### src/rtl/countdown_timer_if.sv
// Control/status bundle for countdown_timer.
// The master drives the commands and the slave (the timer) returns its state.
interface countdown_timer_if #(
   parameter int WIDTH = 8
);
   logic             load;
   logic [WIDTH-1:0] value;
   logic             en;
   logic             reload;
   logic             clear;
   logic [WIDTH-1:0] count;
   logic             busy;
   logic             done;

   modport master (
      output load, value, en, reload, clear,
      input  count, busy, done
   );

   modport slave (
      input  load, value, en, reload, clear,
      output count, busy, done
   );
endinterface

### src/rtl/countdown_timer.sv
// Loadable down-counter with a one-cycle EXPIRE state and optional auto-reload.
// busy and done are registered alongside the state, so inputs never reach them combinationally.
module countdown_timer #(
   parameter int WIDTH = 8
) (
   input  logic          clk,
   input  logic          rst,
   countdown_timer_if.slave bus
);
   typedef enum logic [1:0] {IDLE, RUN, EXPIRE} state_t;

   localparam logic [WIDTH-1:0] ONE = WIDTH'(1);

   state_t           state;
   logic [WIDTH-1:0] count_q;
   logic [WIDTH-1:0] rld_q;
   logic             busy_q;
   logic             done_q;

   assign bus.count = count_q;
   assign bus.busy  = busy_q;
   assign bus.done  = done_q;

   always_ff @(posedge clk or negedge rst) begin
      if (!rst) begin
         state   <= IDLE;
         count_q <= '0;
         rld_q   <= '0;
         busy_q  <= 1'b0;
         done_q  <= 1'b0;
      end else if (bus.clear) begin
         state   <= IDLE;
         count_q <= '0;
         busy_q  <= 1'b0;
         done_q  <= 1'b0;
      end else if (bus.load) begin
         state   <= RUN;
         count_q <= bus.value;
         rld_q   <= bus.value;
         busy_q  <= 1'b1;
         done_q  <= 1'b0;
      end else begin
         case (state)
            IDLE: begin
               busy_q <= 1'b0;
               done_q <= 1'b0;
            end
            RUN: begin
               // A zero count expires without needing en; otherwise en gates the decrement.
               if (count_q == '0) begin
                  state  <= EXPIRE;
                  done_q <= 1'b1;
               end else if (bus.en) begin
                  count_q <= count_q - ONE;
                  if (count_q == ONE) begin
                     state  <= EXPIRE;
                     done_q <= 1'b1;
                  end
               end
            end
            EXPIRE: begin
               done_q <= 1'b0;
               if (bus.reload) begin
                  state   <= RUN;
                  count_q <= rld_q;
               end else begin
                  state   <= IDLE;
                  count_q <= '0;
                  busy_q  <= 1'b0;
               end
            end
            default: begin
               state   <= IDLE;
               count_q <= '0;
               busy_q  <= 1'b0;
               done_q  <= 1'b0;
            end
         endcase
      end
   end
endmodule

### src/flat_wrapper.sv
// flat-port wrapper written by rule: the top's interface ports become plain ports
module countdown_timer_flat 
#(
   parameter int WIDTH = 8
)
  (clk, rst, bus_load, bus_value, bus_en, bus_reload, bus_clear, bus_count, bus_busy, bus_done);
  countdown_timer_if #(.WIDTH(WIDTH)) bus_i ();
  input  logic clk;
  input  logic rst;
  input wire logic [$bits(bus_i.load)-1:0] bus_load;
  input wire logic [$bits(bus_i.value)-1:0] bus_value;
  input wire logic [$bits(bus_i.en)-1:0] bus_en;
  input wire logic [$bits(bus_i.reload)-1:0] bus_reload;
  input wire logic [$bits(bus_i.clear)-1:0] bus_clear;
  output wire logic [$bits(bus_i.count)-1:0] bus_count;
  output wire logic [$bits(bus_i.busy)-1:0] bus_busy;
  output wire logic [$bits(bus_i.done)-1:0] bus_done;
  assign bus_i.load = bus_load;
  assign bus_i.value = bus_value;
  assign bus_i.en = bus_en;
  assign bus_i.reload = bus_reload;
  assign bus_i.clear = bus_clear;
  assign bus_count = bus_i.count;
  assign bus_busy = bus_i.busy;
  assign bus_done = bus_i.done;
  countdown_timer #(.WIDTH(WIDTH)) u_core (.clk(clk), .rst(rst), .bus(bus_i));
endmodule
### config.mk
export PLATFORM = sky130hd
export DESIGN_NAME = countdown_timer_flat
export DESIGN_NICKNAME = d
export VERILOG_FILES = /design/src/rtl/countdown_timer_if.sv /design/src/rtl/countdown_timer.sv /design/src/flat_wrapper.sv
export SDC_FILE = /design/constraint.sdc
export NUM_CORES = 1
export LEC_CHECK = 0
export CAP_MARGIN = 20
export CELL_PAD_IN_SITES_DETAIL_PLACEMENT = 0
export CELL_PAD_IN_SITES_GLOBAL_PLACEMENT = 1
export CORE_MARGIN = 4
export CORE_UTILIZATION = 34
export CTS_CLUSTER_DIAMETER = 60
export DETAILED_ROUTE_END_ITERATION = 8
export PLACE_DENSITY_LB_ADDON = 0.25
export SETUP_SLACK_MARGIN = 0.4
export SYNTH_ARGS = -nofsm -noshare
export SYNTH_HDL_FRONTEND = slang
export SYNTH_SLANG_ARGS = --single-unit
### constraint.sdc
create_clock -name clk -period 1.8 [get_ports clk]
set_input_delay 0.27 -clock clk [delete_from_list [all_inputs] [get_ports clk]]
set_output_delay 0.27 -clock clk [all_outputs]
set_load 0.01 [all_outputs]
==> run_results.csv, run 1 <==
group,metric,value,unit
synth,synth_ff_type,"dfrtp_1",
pwr,p_clk_share,19.8,%
critical_path,r2r_start,"u_core.state[0]",
floorplanning,die_h,67.6,um
critical_path,rr_worst_depth,5,
pwr,combinationalPowerShare,40.6,%
synth,synth_compound_area_share,16.7,%
synth,synth.top_cells.by_area,"dfrtp_1 41%, nand2_1 9.0%, ha_1 7.3%",
synth,synth_top_family_by_area,"simple AND/OR/NAND/NOR gates",
sta,tightestPinTransition,534,ps
pwr,leakage,0.846,nW
cts,cts_tree,"done",
floorplanning,rows,21,
synth,yosysMostFrequentCell,"nand2_1",
routing,drt-initial-drc-count,89,
synth,yosys.cell_types.count,32,
synth,yosys.area_share.simple,27.5,%
critical_path,critPathSlowestCell,"dfrtp_1",
placed_design,gp_congestion,0.812,
worst_hold_path,holdCritPathClass,"in2async",
synth,syn_area,0.00121,mm^2
sta,finalClockSkew,1.10,ps
critical_path,critPathCaptureType,"register",
sta,min_period,1700,ps
synth,yosys.area_share.adder,7.25,%
cts,cts.sinks,20,
sta,slew_headroom,64.3,%
cts,cts_buffers,3,
critical_path,required,2000,ps
cells_and_area,stdcell_area,0.00181,mm^2
synth,syn_inst,133,
routing,first_pass_iters,4,
sta,max_freq,0.589,GHz
cts,htree_levels,1,
critical_path,critPathKind,"reg2reg",
critical_path,crit_fanout,5,
routing,vias,1165,
grt,first_global_vias,1163,
cts,postCtsHoldBufs,0,
sta,hold_violations,0,
critical_path,cp-start-kind,"register",
pwr,p_sw_share,32.2,%
synth,yosys.area.top_type_share,41.5,%
pwr,switchingPower,0.000433,W
pwr,p_seq_share,39.6,%
synth,yosysSeqAreaShare,41.5,%
grt,track_usage,15.9,%
sta,finalCritPeriodShare,94.3,%
routing,wl_per_cell,13.9,um
routing,postRouteAntennaNets,0,
synth,yosys.area_share.xor_xnor,0,%
cells_and_area,nFillCells,327,
synth,synth.largest_area_cell,"dfrtp_1",
synth,synth_commonest_cells,"29 x nand2_1, 20 x dfrtp_1",
floorplanning,ioPinCount,24,
critical_path,reg2reg_to,"u_core.bus.count[0]",
run,max-cap-violations,0,
sta,rsz0062_at_grt,"true",
pwr,internal_power,0.000912,W
cells_and_area,syn_to_final_growth,49.8,%
critical_path,cp.arrival,1900,ps
grt,grt_max_degree,21,
floorplanning,die_w,67.6,um
grt,grt-ovfl-total,0,
placed_design,place_area,0.00162,mm^2
synth,synth_edf_count,0,
sta,slew_violations,0,
placed_design,place_inst,209,
routing,wirelength,3.17,mm
pwr,peakVddDrop,0.000267,V
synth,synth_warnings,0,
routing,drc_errors,0,
cells_and_area,multi_input_area,734,um^2
synth,avgSynthCellArea,9.08,um^2
synth,synthMuxAreaShare,2.49,%
cts,root_buffer,"clkbuf_4",
synth,ys_async_sr_fraction,100,%
cells_and_area,nNetsFinal,205,
synth,synth_fp_nets,154,
grt,grt_pass1_wl,5.49,mm
cts,clk_pin_slew,120,ps
cells_and_area,drive_above_1_share,32.2,%
critical_path,path_cells,"ha_4, nor4bb_4, a221oi_2, nand2b_4, mux2_4",
grt,antenna_found_initial,0,
cells_and_area,n_antenna_cell,0,
cts,clock_path_buffers,2,
floorplanning,start_util,35.6,%
placed_design,hpwl,2.32,mm
sta,finalSetupViolCount,0,
floorplanning,fp.dieArea,0.00457,mm^2
routing,vias_per_cell,5.09,
synth,synth-seq-cells,20,
critical_path,regToRegSetupSlack,100,ps
critical_path,max_stage_delay,440,ps
run_status,outcome,"complete, no violations",
cells_and_area,seqCellArea,505,um^2
cts,clk-insertion-delay-late,300,ps
floorplanning,coreArea,0.00339,mm^2
pwr,p_per_area,744,mW/mm^2
cells_and_area,stdcell_count,229,
placed_design,io_buffers,23,
## layout make-up
type,count,share of cell area (%)
Multi-Input combinational cell,100,40.6
Sequential cell,20,27.9
Timing Repair Buffer,52,24.8
Tap cell,46,3.18
Clock buffer,4,2.01
Inverter,7,1.45
## placed cells by master, fill, tap and decap left out, types with 2 or more instances in the layout
master            n
nor2_1            5
nand3_1           6
a21oi_1           3
a21o_1            3
nand2_1          29
a21oi_2           2
o21ai_0           5
mux2_4            2
nor3_1            3
dfrtp_1          16
o211ai_1          2
inv_2             3
o21ai_1           2
inv_1             4
nand4_1           7
clkdlybuf4s50_1  13
buf_6             3
nor2b_1           2
clkbuf_4          3
ha_1              4
buf_2             2
dlygate4sd2_1     6
a32o_1            6
ha_4              2
dfrtp_2           4
buf_4            25
## worst max-delay path: cells and delay by family (launching register included)
kind	cells	cell delay (ps)
DFF	1	440
and+or+nand+nor	2	400
muxes	1	310
AOI/OAI and AO/OA	1	270
adders and majority gates	1	180
## flip-flops by register name (all words and copies together), names as in the netlist
signal	flops
u_core.bus.busy	1
u_core.bus.count	8
u_core.bus.done	1
u_core.rld_q	8
u_core.state	2
## how the worst max path moves through the flow
stage,startpoint,end,slack (ps),depth (start not counted)
6_report,u_core.state[0],u_core.bus.count[0],100,5
5_1_grt,u_core.state[1],u_core.bus.count[1],20,6
4_1_cts,u_core.bus.count[0],u_core.bus.count[4],120,7
3_5_place_dp,bus_load,u_core.bus.count[2],-60,5
3_3_place_gp,bus_en,u_core.bus.count[0],-60,5
2_1_floorplan,u_core.bus.count[0],u_core.bus.count[0],-20,7
## layer usage
metal  global-route usage [%]  part of all wire [%]  vias to the layer above
li1                         -                     -                      580
met1                     21.3                    48                      558
met2                     25.4                    47                       25
met3                     2.66                   4.4                        2
met4                     6.08                  0.66                        0
met5                        0                     0                        -
## metrics by stage
| step | total power, W | utilization [%] | setup TNS, ps | hold slack (ps) | setup WS [ps] |
|---|---|---|---|---|---|
| finish | 0.00135 | 53.4 | 0 | 293 | 102 |
| global route | 0.00144 | 53.4 | 0 | 304 | 21.0 |
| CTS | 0.00134 | 52.8 | 0 | 292 | 122 |
| detailed placement | 0.00101 | 47.9 | -417 | 469 | -63.3 |
| global placement | 0.00101 | 47.9 | -427 | 462 | -59.2 |
| floorplan | 0.000831 | - | -36.7 | -25.6 | -18.3 |
## kinds of logic after synthesis
family,after synthesis
AND/OR/NAND/NOR,63
AO/OA/AOI/OAI,28
flip-flops,20
buffers and inverters,13
adder cells (fa/ha/maj),7
multiplexers,2
## repair_timing
| item | in CTS | in global routing |
|---|---|---|
| pin swaps | 7 | 12 |
| setup buffers | 15 | 1 |
| resized for setup | 23 | 11 |
| setup endpoints to repair | 22 | 23 |
## power by group through the flow
stage,registers (W),clock network (W),logic (W)
detailed placement,0.000550,0,0.000459
global route,0.000538,0.000299,0.000600
global placement,0.000547,0,0.000459
finish,0.000533,0.000266,0.000546
CTS,0.000533,0.000279,0.000533
floorplan,0.000558,0,0.000273
Power figures use the tool's default switching activity.
==> run 2: changes to the inputs <==
CAP_MARGIN = default   (was 20)
==> results of run 2 <==
Same layout as run 1: the final DEF is identical, and so are final timing and power.
